[src/rtl/i2c_req_arbiter.sv]
// Round-robin arbiter sharing one i2c master between N requesters, with a
// transaction watchdog that aborts the master and flags the owning requester.
module i2c_req_arbiter #(
  parameter int unsigned N       = 4,
  parameter int unsigned TIMEOUT = 1000000
) (
  input  logic             clk,
  input  logic             rst,
  input  logic [N-1:0]     req,
  input  logic [8*N-1:0]   req_addr_rw,
  input  logic [8*N-1:0]   req_cnt,
  output logic [N-1:0]     gnt,
  output logic [N-1:0]     done,
  output logic [N-1:0]     err,
  output logic             m_ready,
  output logic [7:0]       m_addr_rw,
  output logic [7:0]       m_cnt,
  input  logic             m_done,
  output logic             m_abort,
  output logic             busy
);

  localparam int unsigned IW = (N > 1) ? $clog2(N) : 1;
  localparam int unsigned WW = (TIMEOUT == 0) ? 1 : $clog2(TIMEOUT + 1);

  typedef enum logic [1:0] {IDLE, BUSY, RELEASE} state_t;

  state_t          state, state_nxt;
  logic [IW-1:0]   owner, owner_nxt;
  logic [IW-1:0]   ptr, ptr_nxt;
  logic [WW-1:0]   wd, wd_nxt;
  logic [N-1:0]    gnt_nxt, done_nxt, err_nxt;
  logic            m_ready_nxt, m_abort_nxt, busy_nxt;
  logic [7:0]      m_addr_rw_nxt, m_cnt_nxt;

  logic            pick_found;
  logic [IW-1:0]   pick_idx;
  logic [IW-1:0]   cand;
  logic            wd_expired;

  // Round-robin search starting just after the last served requester
  always_comb begin
    pick_found = 1'b0;
    pick_idx   = '0;
    cand       = '0;
    for (int unsigned i = 1; i <= N; i++) begin
      cand = IW'((32'(ptr) + i) % N);
      if (!pick_found && req[cand]) begin
        pick_found = 1'b1;
        pick_idx   = cand;
      end
    end
  end

  assign wd_expired = (TIMEOUT != 0) && (wd == WW'(TIMEOUT - 1));

  always_comb begin
    state_nxt     = state;
    owner_nxt     = owner;
    ptr_nxt       = ptr;
    wd_nxt        = wd;
    gnt_nxt       = gnt;
    done_nxt      = '0;
    err_nxt       = '0;
    m_ready_nxt   = m_ready;
    m_addr_rw_nxt = m_addr_rw;
    m_cnt_nxt     = m_cnt;
    m_abort_nxt   = 1'b0;

    case (state)
      IDLE: begin
        gnt_nxt       = '0;
        m_ready_nxt   = 1'b0;
        m_addr_rw_nxt = '0;
        m_cnt_nxt     = '0;
        if (pick_found) begin
          owner_nxt     = pick_idx;
          ptr_nxt       = pick_idx;
          wd_nxt        = '0;
          gnt_nxt       = N'(1) << pick_idx;
          m_ready_nxt   = 1'b1;
          m_addr_rw_nxt = req_addr_rw[32'(pick_idx)*8 +: 8];
          m_cnt_nxt     = req_cnt[32'(pick_idx)*8 +: 8];
          state_nxt     = BUSY;
        end
      end
      BUSY: begin
        // m_done takes priority over a simultaneous watchdog expiry
        if (m_done) begin
          done_nxt      = N'(1) << owner;
          gnt_nxt       = '0;
          m_ready_nxt   = 1'b0;
          m_addr_rw_nxt = '0;
          m_cnt_nxt     = '0;
          state_nxt     = RELEASE;
        end else if (wd_expired) begin
          err_nxt       = N'(1) << owner;
          m_abort_nxt   = 1'b1;
          gnt_nxt       = '0;
          m_ready_nxt   = 1'b0;
          m_addr_rw_nxt = '0;
          m_cnt_nxt     = '0;
          state_nxt     = RELEASE;
        end else if (wd != {WW{1'b1}}) begin
          wd_nxt = wd + WW'(1);
        end
      end
      RELEASE: begin
        // one-cycle low gap on m_ready so the master cannot restart
        state_nxt = IDLE;
      end
      default: state_nxt = IDLE;
    endcase

    busy_nxt = (state_nxt != IDLE);
  end

  always_ff @(posedge clk or posedge rst) begin
    if (rst) begin
      state     <= IDLE;
      owner     <= '0;
      ptr       <= IW'(N - 1);
      wd        <= '0;
      gnt       <= '0;
      done      <= '0;
      err       <= '0;
      m_ready   <= 1'b0;
      m_addr_rw <= '0;
      m_cnt     <= '0;
      m_abort   <= 1'b0;
      busy      <= 1'b0;
    end else begin
      state     <= state_nxt;
      owner     <= owner_nxt;
      ptr       <= ptr_nxt;
      wd        <= wd_nxt;
      gnt       <= gnt_nxt;
      done      <= done_nxt;
      err       <= err_nxt;
      m_ready   <= m_ready_nxt;
      m_addr_rw <= m_addr_rw_nxt;
      m_cnt     <= m_cnt_nxt;
      m_abort   <= m_abort_nxt;
      busy      <= busy_nxt;
    end
  end

endmodule

[config.mk]
export PLATFORM = sky130hd
export DESIGN_NAME = i2c_req_arbiter
export DESIGN_NICKNAME = d
export VERILOG_FILES = /design/src/rtl/i2c_req_arbiter.sv
export SDC_FILE = /design/constraint.sdc
export NUM_CORES = 1
export LEC_CHECK = 0
export CAP_MARGIN = 20
export CORE_MARGIN = 8
export CORE_UTILIZATION = 34
export DETAILED_ROUTE_END_ITERATION = 7
export PLACE_DENSITY = 0.66
export SLEW_MARGIN = 20
export SYNTH_ARGS = -nofsm -noshare
export SYNTH_HDL_FRONTEND = slang
export SYNTH_SLANG_ARGS = --single-unit
[constraint.sdc]
create_clock -name clk -period 4.7 [get_ports clk]
set_input_delay 1.41 -clock clk [delete_from_list [all_inputs] [get_ports clk]]
set_output_delay 1.41 -clock clk [all_outputs]
set_load 0.01 [all_outputs]
# Yosys cells after proc, flatten, opt, wreduce, memory -nomap -nowiden
# Cells that the tools add are included.
# classes
n_addsub	5
mul	0
div	0
magnitude_cmp	4
eq_ne	8
shifts	4
n_mux	47
n_bitwise	0
reduce_logical	12
# ops
cell	n
two-way mux 20 bit	4
variable part select 32 x 6 -> 8 bit	2
one-hot mux 20 bit (2 select lines)	1
two-way mux 4 bit	8
two-way mux 8 bit	4
one-hot mux 8 bit (2 select lines)	2
adder 20 x 1 -> 20 bit (second input constant)	1
== test 20 bit (second input constant)	1
!= test 20 bit (second input constant)	1
two-way mux 1 bit	14
two-way mux 2 bit	7
less-than comparator 2 x 3 -> 1 bit (second input constant)	4
binary-select mux 1 bit (select 2 bit)	4
!= test 2 bit (second input constant)	4
one-hot mux 4 bit (2 select lines)	1
<< shifter 1 x 2 -> 4 bit (first input constant)	2
AND reduction 5 bit	1
adder 2 x 1 -> 2 bit (second input constant)	2
adder 2 bit (second input constant)	2
one-hot mux 2 bit (2 select lines)	1
AND reduction 2 bit	2
nonzero test 2 bit	2
logical AND 1 bit	3
logical NOT 1 bit	3
other kinds (4)	4
# totals
regBits	57
latchBits	0
ram_bits	0
mem_bits_ro	0
inputBits	71
output_inout_bits	31
elab_cells	92
mem_count	0

# Longest topological paths before layout
# Gate-level depths: netlist of run 1.
# logic_depth
ltp_word	16
depth_mapped	8
mapped_depth_nobuf	6

# Least setup slack after synthesis of run 1
# No wires, ideal clock.
# synth_path
path_kind	input -> register
startpoint	in req[3]
endpoint	reg wd[11]
setup_time_ns	0.119
arrival_ns	2.786
required_ns	4.581
setup_slack_ns	1.795
path_stages	6
path_buffers	1
cell_sequence	or4_2 > o21a_1 > buf_2 > nand4_1 > nor3_1 > o21a_1
# synth_via
elab_chain_len	14
elab_cells_between_ends	20
classes_between	eq/ne: 1; mux: 12; reduce/logical: 7
# synth_lines
element	line	text
start, declared	9	input logic [N-1:0] req,
binary-select mux 1 bit (select 2 bit)	48	if (!pick_found && req[cand]) begin
two-way mux 1 bit (implied by the code)	48	
two-way mux 1 bit	48	
logical NOT 1 bit	48	
logical AND 1 bit	48	
two-way mux 1 bit	48	
logical NOT 1 bit	48	
logical AND 1 bit	48	
two-way mux 1 bit	48	
logical NOT 1 bit	48	
logical AND 1 bit	48	
two-way mux 1 bit *	48	
!= test 2 bit (no source line) *	--	
AND reduction 5 bit (no source line) *	--	
end signal, assigned	136	wd <= wd_nxt;
end, declared	31	logic [WW-1:0] wd, wd_nxt;
# Mark *: on every way between the ends. The rest lies on a longest branch, timed or not. The select of a mux whose other input is x is not followed.
# A chain may end at the register's enable or synchronous reset.

# Final worst setup path of run 1
# layout_path
startpoint	in req[3]
endpoint	reg m_addr_rw[1]
# layout_via
elab_chain_len	15
elab_cells_between_ends	25
classes_between	shift: 1; mux: 18; reduce/logical: 6
# layout_lines
element	line	text
binary-select mux 1 bit (select 2 bit)	48	
two-way mux 1 bit (implied by the code)	48	
two-way mux 1 bit	48	
logical NOT 1 bit	48	
logical AND 1 bit	48	
two-way mux 1 bit	48	
logical NOT 1 bit	48	
logical AND 1 bit	48	
two-way mux 1 bit	48	
logical NOT 1 bit	48	
logical AND 1 bit	48	
two-way mux 2 bit	48	
variable part select 32 x 6 -> 8 bit	82	m_addr_rw_nxt = req_addr_rw[32'(pick_idx)*8 +: 8];
two-way mux 8 bit *	76	if (pick_found) begin
one-hot mux 8 bit (2 select lines) *	70	case (state)
end signal, assigned	141	m_addr_rw <= m_addr_rw_nxt;
end, declared	16	output logic [7:0] m_addr_rw,
# Marks and branches as above.

==> results.json, run 1 <==
{
  "hold_slack_ps": 492,
  "finalSetupViolCount": 0,
  "cp.required_ps": 4890,
  "grt_max_degree": 48,
  "async_flop_share": 1.00,
  "numCtsBuffers": 9,
  "fp.coreArea_sq_mm": 0.00876,
  "vias": 2796,
  "grt_usage": 0.145,
  "worst_r2r_endpoint": "wd[2]$_DFFE_PP0P_",
  "grt_util_met3": 0.0303,
  "layout_min_cycle_time_ps": 3320,
  "finalSetupTns_ps": 0,
  "maxSlewHeadroom": 0.348,
  "finalHoldViolations": 0,
  "ir_drop_mv": 0.407,
  "antenna_found_initial": 0,
  "syn2layout_area_growth_pct": 42.5,
  "r2r_cells": 5,
  "crit_chain": "clkdlybuf4s50_1, nand2b_1, o21ai_0, a221oi_4, buf_4, mux2i_1, o221ai_1",
  "drt_iter0_markers": 172,
  "powerDensity_mw_per_mm2": 442,
  "wirelength_microns": 9130,
  "grt_pass1_vias": 2799,
  "clockBufferDepth": 2,
  "postCtsSetupRepairBufs": 0,
  "via_per_inst": 5.40,
  "n_antenna_cell": 0,
  "p_total_w": 0.00194,
  "cp-start-kind": "input port",
  "post_synth_num_cell_types": 48,
  "critPathSlowestCell": "buf_4",
  "crit_fanout": 35,
  "cts_resized": 0,
  "syn_nets": 378,
  "min_path_cells": 1,
  "p_leak_nw": 1.82,
  "grt_first_pass_wirelength_microns": 14700,
  "critical_path_buf_inv_count": 2,
  "rsz0062_at_grt": "no",
  "worst_pin_slew_ps": 978,
  "cp_top_family": "buffers and inverters",
  "min_path_type": "reg -> reg",
  "dpl-instance-area_sq_mm": 0.00419,
  "yosys-top-cells-area": "dfrtp_1, mux2i_1, o221ai_1",
  "initial_core_util": 0.352,
  "hold_buffers": 0,
  "grtUsageMet2": 0.250,
  "drive_gt1_frac": 0.0902,
  "synth_top_area_frac": 0.446,
  "ys_seq_area_frac": 0.463,
  "crit_type": "in -> reg",
  "place_congestion": 0.792,
  "worst-path-stages": 7,
  "synth_ff_type": "dfrtp_1",
  "fp.dieW_microns": 111,
  "critPathMaxStageDelay_ps": 500,
  "hpwlAfterDp_microns": 6830,
  "skew_ps": 11.8,
  "cts.sinks": 57,
  "min_to": "gnt[2]$_DFFE_PP0P_",
  "htreeDepth": 3,
  "clock_latency_ps": 340,
  "num-fill-cells": 828,
  "r2r_start": "state[1]$_DFF_PP0_",
  "grt_util_met1": 0.178,
  "antenna_left": 0,
  "period_share": 0.706,
  "max_freq_mhz": 301,
  "synth_warnings": 0,
  "avgRoutedWirePerCell_microns": 17.6,
  "fin_util": 0.502,
  "fin_nets": 477,
  "dr.pass1.iters": 4,
  "hp-start": "gnt[2]$_DFFE_PP0P_",
  "io_buffers": 101,
  "synth_area_per_cell_sq_um": 10.1,
  "ios": 102,
  "cts_tree": "yes",
  "chipHeight_microns": 111,
  "die-area_sq_mm": 0.0124,
  "syn_inst": 306,
  "synth-edff-count": 0,
  "clockRootBuffer": "clkbuf_8",
  "timing.max_cap.violations": 0,
  "finalInstanceArea_sq_mm": 0.00440,
  "drc": 0,
  "outcome": "completed",
  "netlist_area_sq_mm": 0.00309,
  "grt_remaining_overflow": 0,
  "r2r_slack_ps": 2160,
  "arrival_ps": 3510,
  "clk_pin_slew_ps": 70,
  "synth_top_area_cell": "dfrtp_1",
  "ys_ff_latch": 57,
  "busiest_layer": "met2",
  "crit_path_end_kind": "flip-flop",
  "num_rows": 34,
  "drv_slew": 0
}
[final cells by class]
type	instances	area, sq um	share of cell area
well taps	108	135	0.0307
flip-flops and latches	57	1430	0.325
inverters	3	12.5	0.00285
multi-input cells	227	1560	0.354
repair buffers	107	1060	0.240
clock inverters	5	53.8	0.0122
clock buffers	11	151	0.0344
[synth_stat cells, drive strengths merged (3+ instances only)]
cell type	count
o31ai	6
clkbuf	10
nand3	5
o21ai	27
nand4	11
or2	3
and2	3
buf	9
nand2b	10
o211ai	3
o2bb2ai	3
or4	8
nand2	22
a21oi	15
nor4	6
mux2i	32
o221ai	17
inv	3
o21a	7
nor2	15
dfrtp	55
nor3	10
or3	10
[registers in the layout (all words and copies together), names as in the netlist]
name / cells
m_abort: 1
owner: 2
m_cnt: 8
state: 2
ptr: 2
done: 4
m_ready: 1
wd: 20
m_addr_rw: 8
gnt: 4
err: 4
busy: 1
[worst max path at each step]
stage	startpoint	endpoint	slack, ps
floorplan	req[3]	wd[11]$_DFFE_PP0P_	1800
global placement	req[3]	m_addr_rw[1]$_DFFE_PP0P_	1110
detailed placement	req[3]	m_addr_rw[1]$_DFFE_PP0P_	1040
CTS	req[3]	m_addr_rw[1]$_DFFE_PP0P_	1410
global route	req[3]	m_cnt[7]$_DFFE_PP0P_	1260
finish	req[3]	m_addr_rw[1]$_DFFE_PP0P_	1380
[per-stage QoR]
| step | cells | worst slack [ps] |
|---|---|---|
| 6_report | 518 | 1380 |
| 5_1_grt | 518 | 1260 |
| 4_1_cts | 518 | 1410 |
| 3_5_place_dp | 502 | 1040 |
| 3_3_place_gp | 502 | 1110 |
| 2_1_floorplan | 306 | 1800 |
[routing by layer]
metal,vias to the layer above,share of wire
met5,-,0
li1,1366,-
met4,0,0.0096
met2,46,0.52
met1,1378,0.44
met3,6,0.027
[cell families (layout without fill, tap and decap cells)]
group,count (synthesis),count (layout),synth area share
adders and majority gates,1,1,0.00405
DFF,57,57,0.463
muxes,32,32,0.104
xor gates and xnor gates,2,2,0.00568
buffers and inverters,22,126,0.0393
AOI/OAI and AO/OA,83,83,0.182
and+or+nand+nor,109,109,0.202
[cells in the final DEF, fill, tap and decap left out, drive strengths merged, types with 11 or more instances in the layout]
cell type,n
a21oi,15
clkbuf,11
clkdlybuf4s50,101
dfrtp,55
mux2i,32
nand2,22
nand4,11
nor2,15
o21ai,27
o221ai,17
[power breakdown]
part	total [W]	leakage (nW)	internal, W	switching (W)
registers	0.000716	0.753	0.000617	0.0000984
logic	0.000754	0.956	0.000396	0.000359
clock network	0.000475	0.109	0.000272	0.000203
total	0.00194	1.82	0.00128	0.000660
[worst reg2reg max path, stage by stage (launching register included)]
cell and delay (ps):
dfrtp_1 660, nand2b_1 350, nor4_4 220, o21a_1 830, nor3_1 150, nor3_1 230
No activity file was read; power rests on OpenSTA's default activity.
==> run 2, diff against run 1 <==
- PLACE_DENSITY: 0.66 -> 0.69
- clock period: 4.7 -> 2.7 ns (I/O delays scaled with it)
==> results.json, run 2 (synthesis results as in run 1) <==
{
  "outcome": "completed",
  "top_regs": "wd: 20 flops, m_addr_rw: 8 flops, m_cnt: 8 flops",
  "drv_slew": 0,
  "cp-start-kind": "input port",
  "p_total_w": 0.00365,
  "largest_reg_flops": 20,
  "final_common_cell": "clkdlybuf4s50_1",
  "fp.coreArea_sq_mm": 0.00876,
  "syn2layout_area_growth_pct": 48.1,
  "cts.sinks": 57,
  "fin_util": 0.521,
  "grt_remaining_overflow": 0,
  "maxSlewHeadroom": 0.656,
  "drt_iter0_markers": 208,
  "crit_chain": "clkdlybuf4s50_1, buf_4, nand2b_1, o21ai_0, a221oi_4, buf_12, mux2i_1, o221ai_1",
  "clock_latency_ps": 350,
  "grt_max_degree": 37,
  "dr.pass1.iters": 4,
  "cts_tree": "yes",
  "drc": 0,
  "p_leak_nw": 1.91,
  "htreeDepth": 3,
  "crit_type": "in -> reg",
  "grt_first_pass_wirelength_microns": 15100,
  "powerDensity_mw_per_mm2": 800,
  "layout_min_cycle_time_ps": 2530,
  "critPathSlowestCell": "clkdlybuf4s50_1",
  "die-area_sq_mm": 0.0124,
  "initial_core_util": 0.352,
  "crit_fanout": 33,
  "avgRoutedWirePerCell_microns": 17.5,
  "rsz0062_at_grt": "no",
  "r2r_slack_ps": 540,
  "timing.max_cap.violations": 0,
  "max_freq_mhz": 396,
  "period_share": 0.936,
  "ir_drop_mv": 0.556,
  "place_congestion": 0.763,
  "antenna_left": 0,
  "most-common-layout-cells": "clkdlybuf4s50_1, dfrtp_1, mux2i_1, o21ai_0, nand2_1",
  "wirelength_microns": 9330,
  "arrival_ps": 2740,
  "grt_pass1_vias": 2976,
  "drive_gt1_frac": 0.120,
  "min_path_type": "reg -> reg",
  "fp.dieW_microns": 111,
  "dpl-instance-area_sq_mm": 0.00432,
  "antenna_found_initial": 0,
  "finalHoldViolations": 0,
  "hpwlAfterDp_microns": 6980,
  "n_antenna_cell": 0,
  "clockRootBuffer": "clkbuf_8",
  "cp.required_ps": 2910,
  "fin_nets": 491,
  "critPathMaxStageDelay_ps": 410,
  "hold_slack_ps": 494,
  "worst_pin_slew_ps": 515,
  "hold_buffers": 0,
  "grt_usage": 0.149,
  "ios": 102,
  "clockBufferDepth": 2,
  "clk_pin_slew_ps": 70,
  "regMostFlops": "wd",
  "numCtsBuffers": 9,
  "postCtsSetupRepairBufs": 0,
  "vias": 2871,
  "skew_ps": 16.3,
  "num_rows": 34,
  "cts_resized": 0,
  "crit_path_end_kind": "flip-flop",
  "io_buffers": 101,
  "chipHeight_microns": 111,
  "finalSetupViolCount": 0,
  "finalInstanceArea_sq_mm": 0.00457,
  "via_per_inst": 5.40
}
run 2: path summary, 6_finish.rpt:
kind,depth (start not counted),from,to
setup / recovery,8,req[3],m_addr_rw[0]$_DFFE_PP0P_
setup reg to reg,6,wd[0]$_DFFE_PP0P_,wd[14]$_DFFE_PP0P_
hold / removal,1,m_ready$_DFFE_PP0P_,m_ready$_DFFE_PP0P_
max in group asynchronous,3,rst,ptr[0]$_DFFE_PP1P_
min in group asynchronous,2,rst,m_cnt[1]$_DFFE_PP0P_
hold reg to reg,1,m_ready$_DFFE_PP0P_,m_ready$_DFFE_PP0P_
run 2: final cells by class:
cell class / instances / area [sq um]
Fill cell: 794 / 4200
Multi-Input combinational cell: 227 / 1560
Sequential cell: 57 / 1430
Timing Repair Buffer: 121 / 1190
Tap cell: 108 / 135
Clock inverter: 7 / 125
Clock buffer: 9 / 124
Inverter: 3 / 11.3
run 2: worst max-delay path: cells and delay by family:
| kind | cells | cell delay, ps |
|---|---|---|
| buf+inv | 3 | 830 |
| compound gates | 3 | 710 |
| mux | 1 | 260 |
| simple gates | 1 | 90 |
run 2: where the power goes:
group,switching [W],internal (W)
registers,0.000159,0.00107
clock network,0.000397,0.000624
logic,0.000656,0.000743
run 2: metal layers:
| layer | vias up | share of wire | track usage |
|---|---|---|---|
| met5 | - | 0 | 0 |
| met1 | 1402 | 0.42 | 0.178 |
| met4 | 0 | 0.011 | 0.0489 |
| met3 | 10 | 0.044 | 0.0368 |
| met2 | 69 | 0.53 | 0.254 |
| li1 | 1390 | - | - |
run 2: metrics by stage:
step           setup TNS, ps  instances  setup slack, ps
2_1_floorplan              0        306              395
3_3_place_gp           -1690        516             -103
3_5_place_dp           -2720        516             -150
4_1_cts                    0        532              200
5_1_grt                    0        532             80.8
6_report                   0        532              173
==> run 3, diff against run 2 <==
- PLACE_DENSITY: 0.69 -> 0.66
- clock period: 2.7 -> 2.53 ns (I/O delays scaled with it)
==> results.json, run 3 (synthesis results as in run 1) <==
{
  "fp.dieW_microns": 111,
  "critPathSlowestCell": "or4_2",
  "grt_usage": 0.149,
  "p_leak_nw": 1.90,
  "drv_slew": 0,
  "worst_pin_slew_ps": 416,
  "place_congestion": 0.829,
  "hpwlAfterDp_microns": 7030,
  "finalSetupViolCount": 0,
  "min_path_cells": 1,
  "avgRoutedWirePerCell_microns": 17.4,
  "r2r_start": "wd[0]$_DFFE_PP0P_",
  "most-common-layout-cells": "clkdlybuf4s50_1, dfrtp_1, mux2i_1, o21ai_0, nand2_1",
  "period_share": 0.953,
  "powerDensity_mw_per_mm2": 794,
  "numCtsBuffers": 9,
  "cts_tree": "yes",
  "p_comb_frac": 0.430,
  "initial_core_util": 0.352,
  "crit_path_end_kind": "flip-flop",
  "dr.pass1.iters": 6,
  "swShare": 0.352,
  "skew_ps": 12.3,
  "p_int_w": 0.00234,
  "final_common_cell": "clkdlybuf4s50_1",
  "grt_max_degree": 58,
  "outcome": "completed",
  "layout_min_cycle_time_ps": 2410,
  "drive_gt1_frac": 0.131,
  "maxSlewHeadroom": 0.721,
  "hp-start": "m_ready$_DFFE_PP0P_",
  "arrival_ps": 2640,
  "finalHoldViolations": 0,
  "clockRootBuffer": "clkbuf_8",
  "largest_reg_flops": 20,
  "num_rows": 34,
  "max_freq_mhz": 415,
  "fp.coreArea_sq_mm": 0.00876,
  "clk_pin_slew_ps": 70,
  "grt_first_pass_wirelength_microns": 15200,
  "ir_drop_mv": 0.562,
  "antenna_left": 0,
  "crit_type": "in -> reg",
  "fin_nets": 495,
  "cp.required_ps": 2760,
  "grt_remaining_overflow": 0,
  "vias": 2874,
  "io_buffers": 101,
  "min_to": "m_ready$_DFFE_PP0P_",
  "grt_pass1_vias": 2904,
  "hold_buffers": 0,
  "crit_fanout": 10,
  "min_path_type": "reg -> reg",
  "p_total_w": 0.00361,
  "cp-start-kind": "input port",
  "top_regs": "wd: 20 flops, m_addr_rw: 8 flops, m_cnt: 8 flops",
  "clock_latency_ps": 340,
  "crit_chain": "clkdlybuf4s50_1, or4_2, o21a_1, nand4_1, nor3_1, o21a_1",
  "ios": 102,
  "p_seq_frac": 0.364,
  "regMostFlops": "wd",
  "r2r_slack_ps": 330,
  "worst_r2r_endpoint": "wd[12]$_DFFE_PP0P_",
  "r2r_cells": 6,
  "setup_ws_ps": 120,
  "chipHeight_microns": 111,
  "cts.sinks": 57,
  "drt_iter0_markers": 132,
  "timing.max_cap.violations": 0,
  "drc": 0,
  "n_antenna_cell": 0,
  "pwr-share-clk": 0.205,
  "via_per_inst": 5.36,
  "switchingPower_w": 0.00127,
  "antenna_found_initial": 0,
  "clockBufferDepth": 2,
  "die-area_sq_mm": 0.0124,
  "cpMostUsedCell": "o21a_1",
  "wirelength_microns": 9340,
  "htreeDepth": 3,
  "place_ws_ps": -282,
  "syn2layout_area_growth_pct": 47.2,
  "critPathMaxStageDelay_ps": 740,
  "num-fill-cells": 807
}
## run 3: changes by cell type in the layout (fill, tap and decap cells not counted), moves of 2 or more
cell and change:
bufinv_16 -3, clkinv_2 +3, clkinvlp_4 +2, inv_6 -3, buf_4 +3
## run 3: layer usage
metal	GRT usage	vias to the layer above	wire, microns
li1	-	1399	-
met1	0.182	1406	4090
met2	0.252	58	4760
met3	0.0319	11	360
met4	0.0480	0	121
met5	0	-	0
## run 3: worst max path at each step
| stage | to | startpoint | slack [ps] | cells past startpoint |
|---|---|---|---|---|
| finish | wd[11]$_DFFE_PP0P_ | req[3] | 120 | 6 |
| detailed placement | m_addr_rw[4]$_DFFE_PP0P_ | req[3] | -280 | 8 |
| global placement | m_addr_rw[4]$_DFFE_PP0P_ | req[3] | -220 | 7 |
| global route | m_cnt[6]$_DFFE_PP0P_ | req[3] | -10 | 8 |
| floorplan | wd[11]$_DFFE_PP0P_ | req[3] | 280 | 6 |
| CTS | m_addr_rw[4]$_DFFE_PP0P_ | req[3] | 100 | 8 |
## run 3: through the flow
| stage | utilization | hold slack, ps | TNS, ps | instances | cell area, sq um |
|---|---|---|---|---|---|
| finish | 0.518 | 483 | 0 | 536 | 4540 |
| global route | 0.518 | 508 | -15.3 | 536 | 4540 |
| CTS | 0.514 | 493 | 0 | 534 | 4510 |
| detailed placement | 0.495 | 472 | -7080 | 518 | 4330 |
| global placement | 0.495 | 464 | -5650 | 518 | 4330 |
| floorplan | - | 468 | 0 | 306 | 3090 |
## run 3: timing repair
| action | 4_1_cts | 5_1_grt |
|---|---|---|
| resized for setup | 0 | 2 |
| endpoints found under the setup margin | 0 | 6 |
| buffers inserted | 0 | 1 |
## run 3: power by group through the flow
stage / registers, W / logic, W / clock network, W
final: 0.00131 / 0.00155 / 0.000740
after floorplan: 0.00137 / 0.000716 / 0
after global placement: 0.00132 / 0.00149 / 0
after global routing: 0.00135 / 0.00168 / 0.000803
after CTS: 0.00131 / 0.00151 / 0.000764
after detailed placement: 0.00132 / 0.00151 / 0
## run 3: final cells by class
| type | instances | area [sq um] | area share |
|---|---|---|---|
| flip-flops and latches | 57 | 1430 | 0.315 |
| well taps | 108 | 135 | 0.0298 |
| inverters | 3 | 11.3 | 0.00248 |
| clock buffers | 9 | 124 | 0.0273 |
| repair buffers | 125 | 1230 | 0.272 |
| multi-input cells | 227 | 1560 | 0.344 |
| clock inverters | 7 | 47.5 | 0.0105 |
## run 3: worst max-delay path, delay by kind of cell
| family | cells | cell delay (ps) |
|---|---|---|
| AOI/OAI and AO/OA | 2 | 500 |
| buffers and inverters | 1 | 410 |
| and+or+nand+nor | 3 | 970 |
